===== src/rtl/mips_mem_pkg.sv =====
// Shared types and field indices for the MEM stage of the 5-stage MIPS pipeline.
package mips_mem_pkg;

    typedef enum logic [1:0] {
        ST_IDLE = 2'b00,
        ST_BUSY = 2'b01,
        ST_DONE = 2'b10
    } mem_state_e;

    localparam int WB_REGWRITE = 1;
    localparam int WB_MEMTOREG = 0;
    localparam int M_READ      = 1;
    localparam int M_WRITE     = 0;

    localparam logic [1:0] WB_BUBBLE = 2'b00;

endpackage


===== src/rtl/dmem_bus_ctrl.sv =====
// Data-memory request controller: IDLE/BUSY/DONE FSM, ack timeout and the
// registers that hold the in-flight instruction until it leaves the stage.
module dmem_bus_ctrl
    import mips_mem_pkg::*;
#(
    parameter int DATA_W  = 32,
    parameter int REG_W   = 5,
    parameter int TIMEOUT = 16
) (
    input  logic              clk,
    input  logic              rst_n,
    input  logic              start_i,
    input  logic [DATA_W-1:0] addr_i,
    input  logic [DATA_W-1:0] wdata_i,
    input  logic [REG_W-1:0]  wrreg_i,
    input  logic [1:0]        wb_i,
    input  logic [1:0]        m_i,
    input  logic              dmem_ack_i,
    input  logic [DATA_W-1:0] dmem_rdata_i,
    output mem_state_e        state_o,
    output logic              dmem_req_o,
    output logic              dmem_we_o,
    output logic [DATA_W-1:0] dmem_addr_o,
    output logic [DATA_W-1:0] dmem_wdata_o,
    output logic [DATA_W-1:0] rdata_o,
    output logic [DATA_W-1:0] addr_hold_o,
    output logic [REG_W-1:0]  wrreg_hold_o,
    output logic [1:0]        wb_hold_o,
    output logic              bus_err_o
);

    localparam int CNT_W = (TIMEOUT > 2) ? $clog2(TIMEOUT) : 1;
    localparam logic [CNT_W-1:0] CNT_LAST = CNT_W'(TIMEOUT - 1);
    localparam logic [CNT_W-1:0] CNT_ONE  = CNT_W'(1);

    mem_state_e        state_q, state_d;
    logic              req_q, req_d;
    logic              we_q, we_d;
    logic [DATA_W-1:0] addr_q, addr_d;
    logic [DATA_W-1:0] wdata_q, wdata_d;
    logic [DATA_W-1:0] rdata_q, rdata_d;
    logic [REG_W-1:0]  wrreg_q, wrreg_d;
    logic [1:0]        wb_q, wb_d;
    logic [CNT_W-1:0]  cnt_q, cnt_d;
    logic              bus_err_q, bus_err_d;

    // Next-state logic; dmem_addr doubles as the ALU-result hold register.
    always_comb begin
        state_d   = state_q;
        req_d     = req_q;
        we_d      = we_q;
        addr_d    = addr_q;
        wdata_d   = wdata_q;
        rdata_d   = rdata_q;
        wrreg_d   = wrreg_q;
        wb_d      = wb_q;
        cnt_d     = cnt_q;
        bus_err_d = bus_err_q;
        case (state_q)
            ST_IDLE: begin
                if (start_i) begin
                    req_d   = 1'b1;
                    we_d    = m_i[M_WRITE];
                    addr_d  = addr_i;
                    wdata_d = wdata_i;
                    wrreg_d = wrreg_i;
                    wb_d    = wb_i;
                    cnt_d   = {CNT_W{1'b0}};
                    state_d = ST_BUSY;
                end else begin
                    state_d = ST_IDLE;
                end
            end
            ST_BUSY: begin
                if (dmem_ack_i) begin
                    rdata_d = we_q ? {DATA_W{1'b0}} : dmem_rdata_i;
                    req_d   = 1'b0;
                    state_d = ST_DONE;
                end else if (cnt_q == CNT_LAST) begin
                    rdata_d   = {DATA_W{1'b0}};
                    req_d     = 1'b0;
                    bus_err_d = 1'b1;
                    wb_d      = WB_BUBBLE;
                    state_d   = ST_DONE;
                end else begin
                    cnt_d = cnt_q + CNT_ONE;
                end
            end
            ST_DONE: begin
                state_d = ST_IDLE;
            end
            default: begin
                req_d   = 1'b0;
                state_d = ST_IDLE;
            end
        endcase
    end

    // State and request/hold registers.
    always_ff @(posedge clk or negedge rst_n) begin
        if (!rst_n) begin
            state_q   <= ST_IDLE;
            req_q     <= 1'b0;
            we_q      <= 1'b0;
            addr_q    <= {DATA_W{1'b0}};
            wdata_q   <= {DATA_W{1'b0}};
            rdata_q   <= {DATA_W{1'b0}};
            wrreg_q   <= {REG_W{1'b0}};
            wb_q      <= 2'b00;
            cnt_q     <= {CNT_W{1'b0}};
            bus_err_q <= 1'b0;
        end else begin
            state_q   <= state_d;
            req_q     <= req_d;
            we_q      <= we_d;
            addr_q    <= addr_d;
            wdata_q   <= wdata_d;
            rdata_q   <= rdata_d;
            wrreg_q   <= wrreg_d;
            wb_q      <= wb_d;
            cnt_q     <= cnt_d;
            bus_err_q <= bus_err_d;
        end
    end

    assign state_o      = state_q;
    assign dmem_req_o   = req_q;
    assign dmem_we_o    = we_q;
    assign dmem_addr_o  = addr_q;
    assign dmem_wdata_o = wdata_q;
    assign rdata_o      = rdata_q;
    assign addr_hold_o  = addr_q;
    assign wrreg_hold_o = wrreg_q;
    assign wb_hold_o    = wb_q;
    assign bus_err_o    = bus_err_q;

endmodule


===== src/rtl/mem_access_stage.sv =====
// MEM pipeline stage: issues data-memory accesses, stalls upstream while one
// is outstanding and drives the MEM/WB-bound fields (bubbles while stalled).
module mem_access_stage
    import mips_mem_pkg::*;
#(
    parameter int DATA_W  = 32,
    parameter int REG_W   = 5,
    parameter int TIMEOUT = 16
) (
    input  logic              clk,
    input  logic              reset,
    input  logic              in_valid,
    input  logic [DATA_W-1:0] ALUResult,
    input  logic [DATA_W-1:0] StoreData,
    input  logic [REG_W-1:0]  WrReg,
    input  logic [1:0]        WB,
    input  logic [1:0]        M,
    output logic              stall,
    output logic [DATA_W-1:0] MemOp,
    output logic [DATA_W-1:0] ResultRType,
    output logic [REG_W-1:0]  WrRegOut,
    output logic [1:0]        WBOut,
    output logic              dmem_req,
    output logic              dmem_we,
    output logic [DATA_W-1:0] dmem_addr,
    output logic [DATA_W-1:0] dmem_wdata,
    input  logic              dmem_ack,
    input  logic [DATA_W-1:0] dmem_rdata,
    output logic              misalign,
    output logic              bus_err
);

    mem_state_e        state_s;
    logic              memop_s;
    logic              start_s;
    logic [DATA_W-1:0] rdata_s;
    logic [DATA_W-1:0] addr_hold_s;
    logic [REG_W-1:0]  wrreg_hold_s;
    logic [1:0]        wb_hold_s;
    logic [1:0]        wb_pass_s;

    assign memop_s   = in_valid & (M[M_READ] | M[M_WRITE]);
    assign misalign  = memop_s & (ALUResult[1:0] != 2'b00);
    assign start_s   = (state_s == ST_IDLE) & memop_s & ~misalign;
    assign wb_pass_s = {WB[WB_REGWRITE], WB[WB_MEMTOREG]};

    dmem_bus_ctrl #(
        .DATA_W  (DATA_W),
        .REG_W   (REG_W),
        .TIMEOUT (TIMEOUT)
    ) u_bus (
        .clk          (clk),
        .rst_n        (reset),
        .start_i      (start_s),
        .addr_i       (ALUResult),
        .wdata_i      (StoreData),
        .wrreg_i      (WrReg),
        .wb_i         (WB),
        .m_i          (M),
        .dmem_ack_i   (dmem_ack),
        .dmem_rdata_i (dmem_rdata),
        .state_o      (state_s),
        .dmem_req_o   (dmem_req),
        .dmem_we_o    (dmem_we),
        .dmem_addr_o  (dmem_addr),
        .dmem_wdata_o (dmem_wdata),
        .rdata_o      (rdata_s),
        .addr_hold_o  (addr_hold_s),
        .wrreg_hold_o (wrreg_hold_s),
        .wb_hold_o    (wb_hold_s),
        .bus_err_o    (bus_err)
    );

    // MEM/WB field muxing: pass-through in IDLE, bubble in BUSY, held result in DONE.
    always_comb begin
        stall       = 1'b0;
        MemOp       = {DATA_W{1'b0}};
        ResultRType = ALUResult;
        WrRegOut    = WrReg;
        WBOut       = WB_BUBBLE;
        case (state_s)
            ST_IDLE: begin
                stall = start_s;
                WBOut = (in_valid & ~memop_s) ? wb_pass_s : WB_BUBBLE;
            end
            ST_BUSY: begin
                stall       = 1'b1;
                ResultRType = addr_hold_s;
                WrRegOut    = wrreg_hold_s;
            end
            ST_DONE: begin
                MemOp       = rdata_s;
                ResultRType = addr_hold_s;
                WrRegOut    = wrreg_hold_s;
                WBOut       = wb_hold_s;
            end
            default: begin
                stall = 1'b0;
            end
        endcase
    end

endmodule

===== config.mk =====
export PLATFORM = sky130hd
export DESIGN_NAME = mem_access_stage
export DESIGN_NICKNAME = d
export VERILOG_FILES = /design/src/rtl/mips_mem_pkg.sv /design/src/rtl/dmem_bus_ctrl.sv /design/src/rtl/mem_access_stage.sv
export SDC_FILE = /design/constraint.sdc
export NUM_CORES = 1
export LEC_CHECK = 0
export ABC_AREA = 1
export BUFFER_PORTS_ARGS = -buffer_cell sky130_fd_sc_hd__buf_2
export CORE_ASPECT_RATIO = 0.75
export CORE_MARGIN = 3
export CORE_UTILIZATION = 42
export CTS_CLUSTER_DIAMETER = 120
export CTS_CLUSTER_SIZE = 8
export DETAILED_ROUTE_END_ITERATION = 8
export PLACE_DENSITY = 0.74
export SYNTH_ARGS = -nofsm -noshare
export SYNTH_HDL_FRONTEND = slang
export SYNTH_SLANG_ARGS = --single-unit

===== constraint.sdc =====
create_clock -name clk -period 1.5 [get_ports clk]
set_input_delay 0.3 -clock clk [delete_from_list [all_inputs] [get_ports clk]]
set_output_delay 0.3 -clock clk [all_outputs]
set_load 0.03 [all_outputs]

==> reports/qor.txt <==
Total CTS buffers - 9
Synth area leaders - dfrtp_1 53%, nand2_1 20%, o21ai_0 5.9%
Setup TNS - -43530 ps
Crit Path Max Fanout - 7
Final hold violations - 0
Rows - 34
I/O Buffers - 248
DRT Wirelength - 22300 microns
Most common cell after layout, fill and taps aside - nand2_1
Die Footprint - 14060 sq um
Synth Register Bits - 112
Critical Path AT - 1720 ps
Setup crit end kind - primary output
Area delta synth->final - 83.01%
Clk root buf - clkbuf_16
Post-DP Area - 7312 sq um
Starting Density - 44.47%
Max cap viols - 0
Syn Area/Cell - 7.899 sq um
Synthesis Warnings - 0
Power Dens Cells - 1215 nW/um^2
Antenna Nets Post-Route - 0
Clock Power Share - 20.9%
Unrepaired setup endpoints after global routing - yes
Fmax - 0.4943 GHz
Slew @ Worst Pin - 258.4 ps
Avg Vias per Cell - 5.240
Most frequent cells in the layout - 183 x nand2_1, 175 x buf_2, 112 x dfrtp_1
I/O Pins - 249
CP max stage cell - dfrtp_1
Status - finished, violations left
1st-pass router iterations - 5
Worst IR drop on VDD - 0.8786 mV
Worst Hold Class - input pin to flip-flop
Vias in the first global route - 5476
Syn nets - 786
Max clock buf depth - 2
CP Class - flip-flop to primary output
Final worst slack - -523.1 ps
Total gr overflow - 0
First-pass GRT wire length - 27190 microns
Final Wtd Congestion - 0.8266
Power Internal - 7.024 mW
Combinational Power Share - 41.7%
Failing checks - setup timing
Worst hold path cell count - 3
Post-DP HPWL - 10870 microns
Final instance area - 9729 sq um
Storage element area - 2803 sq um
CTS sink cnt - 112
Nets@finish - 1094
H-tree depth - 3
Tmin final - 2023 ps
Final Skew - 8.644 ps
Top-area cell type share of the netlist area - 52.72%
Average wire per cell in the routed design - 19.40 microns
Pins Over Slew Limit - 0
Cell accounting for the most synthesized area - dfrtp_1
Final setup viols - 179
Initial DRC Count - 363
DR DRC count - 0
Layout cell share with drive strength beyond 1 - 58.01%
Clk slew on worst S/H paths - 80 ps
Cell area after synthesis - 5316 sq um
Final period util - 134.9%
Multi-input logic area - 2992 sq um
CP Cell Sequence - inv_2 > ha_4 > buf_12 > clkbuf_16 > o21ai_2 > buf_6
Worst EP required - 1200 ps
Worst R2R Path Depth - 11
Total GRT Usage - 24.55%
Width of the die - 135.9 microns
Die Ht - 103.4 microns
Vias - 6021
Layout filler cell count - 653
Slew Limit Headroom - 82.78%
Crit-path max cell delay - 390 ps
Setup crit start kind - flip-flop
Largest net degree at the start of global routing - 70
Switching Fraction - 40.58%
Cell count after synthesis - 673
TritonCTS clock tree - built
Core ar. - 11950 sq um
Leakage - 5.331 nW
Initial antenna violation count - 2
Net switching power - 4.798 mW
Sequential area share after synthesis - 52.72%
Worst skew pair latency - 340 ps
Flop pwr share - 37.3%
Netlist cell types - 27
==> power by group through the flow <==
stage                     Sequential (mW)  Combinational [mW]  Clock, mW
after floorplan                      5.06                1.78          0
after global placement               4.27                3.68          0
after detailed placement             4.27                3.76          0
after CTS                            4.27                4.35       2.51
after global routing                 4.49                5.21       2.64
final                                4.41                4.93       2.48
==> through the flow <==
stage	total power, mW	worst slack [ps]	utilization [%]	hold WS [ps]	cells
final	11.82	-523.1	81.39	151.0	1149
after global routing	12.34	-574.2	81.39	139.1	1149
after CTS	11.12	-481.7	72.44	132.1	1121
after detailed placement	8.028	-182.4	61.17	150.8	1079
after global placement	7.948	-138.1	61.17	148.4	1079
after floorplan	6.842	-14.58	-	4.409	673
==> layer usage <==
layer / track usage [%] / routed length, microns / up-vias
met2: 42.28 / 11320 / 329
li1: - / - / 2688
met4: 8.211 / 724 / 2
met1: 30.72 / 8456 / 2929
met5: 0 / 13 / -
met3: 6.141 / 1782 / 73
==> sequential cells by signal, indices dropped and copies added, names as in the netlist <==
signal,flops
u_bus.addr_hold_o,32
u_bus.bus_err_o,1
u_bus.cnt_q,4
u_bus.dmem_req_o,1
u_bus.dmem_wdata_o,32
u_bus.dmem_we_o,1
u_bus.rdata_o,32
u_bus.state_o,2
u_bus.wb_hold_o,2
u_bus.wrreg_hold_o,5
==> worst max-delay path: cells and delay by family (launching register included) <==
| kind | cells | cell delay, ps |
|---|---|---|
| DFF | 1 | 390 |
| AOI/OAI and AO/OA | 1 | 160 |
| adders and majority gates | 1 | 290 |
| buffers and inverters | 4 | 550 |
==> cell type report <==
class                      count  area share [%]
clock buffer                  10           2.353
antenna                        1         0.02572
sequential                   112           28.81
inverter                      85           3.781
tap                          162           2.083
clock inverter                 6          0.7459
timing repair buffer         332           31.46
multi-input combinational    441           30.75
==> cells in the mapped netlist, drive strengths merged <==
| cell type | instances |
|---|---|
| inv | 85 |
| and2 | 1 |
| nor2 | 15 |
| a21oi | 1 |
| nand3 | 39 |
| dfrtp | 112 |
| o21bai | 1 |
| nand2 | 296 |
| buf | 19 |
| clkbuf | 17 |
| xnor2 | 1 |
| nand4 | 7 |
| o31ai | 2 |
| o21ai | 73 |
| ha | 4 |
==> logic make-up (layout without fill, tap and decap cells) <==
kind of cell / after synthesis / in the layout / share of synthesized area (%)
simple gates: 358 / 359 / 27.63
xor+xnor: 1 / 1 / 0.1648
compound gates: 77 / 77 / 7.813
fa+ha+maj: 4 / 4 / 0.9414
flops: 112 / 112 / 52.72
other cells: 0 / 1 / 0
buf+inv: 121 / 433 / 10.73
==> worst paths after layout <==
path / start / endpoint / slack (ps)
worst min register to register: u_bus.rdata_o[26]$_DFFE_PN0P_ / u_bus.rdata_o[26]$_DFFE_PN0P_ / 480
min in group asynchronous: reset / u_bus.dmem_wdata_o[2]$_DFFE_PN0P_ / 340
worst max register to register: u_bus.state_o[1]$_DFFE_PN0P_ / u_bus.dmem_wdata_o[15]$_DFFE_PN0P_ / -190
worst max-delay path: u_bus.state_o[1]$_DFFE_PN0P_ / WrRegOut[0] / -520
max in group asynchronous: reset / u_bus.rdata_o[20]$_DFFE_PN0P_ / 670
worst min-delay path: StoreData[24] / u_bus.dmem_wdata_o[24]$_DFFE_PN0P_ / 150
==> repair_timing <==
item,in CTS,in global routing
hold buffers,1,0
pin swaps,4,22
setup buffers,15,11
hold endpoints to repair,19,0
setup endpoints to repair,116,169
gates cloned,10,21
resized for setup,191,214
Power figures use the tool's default switching activity.
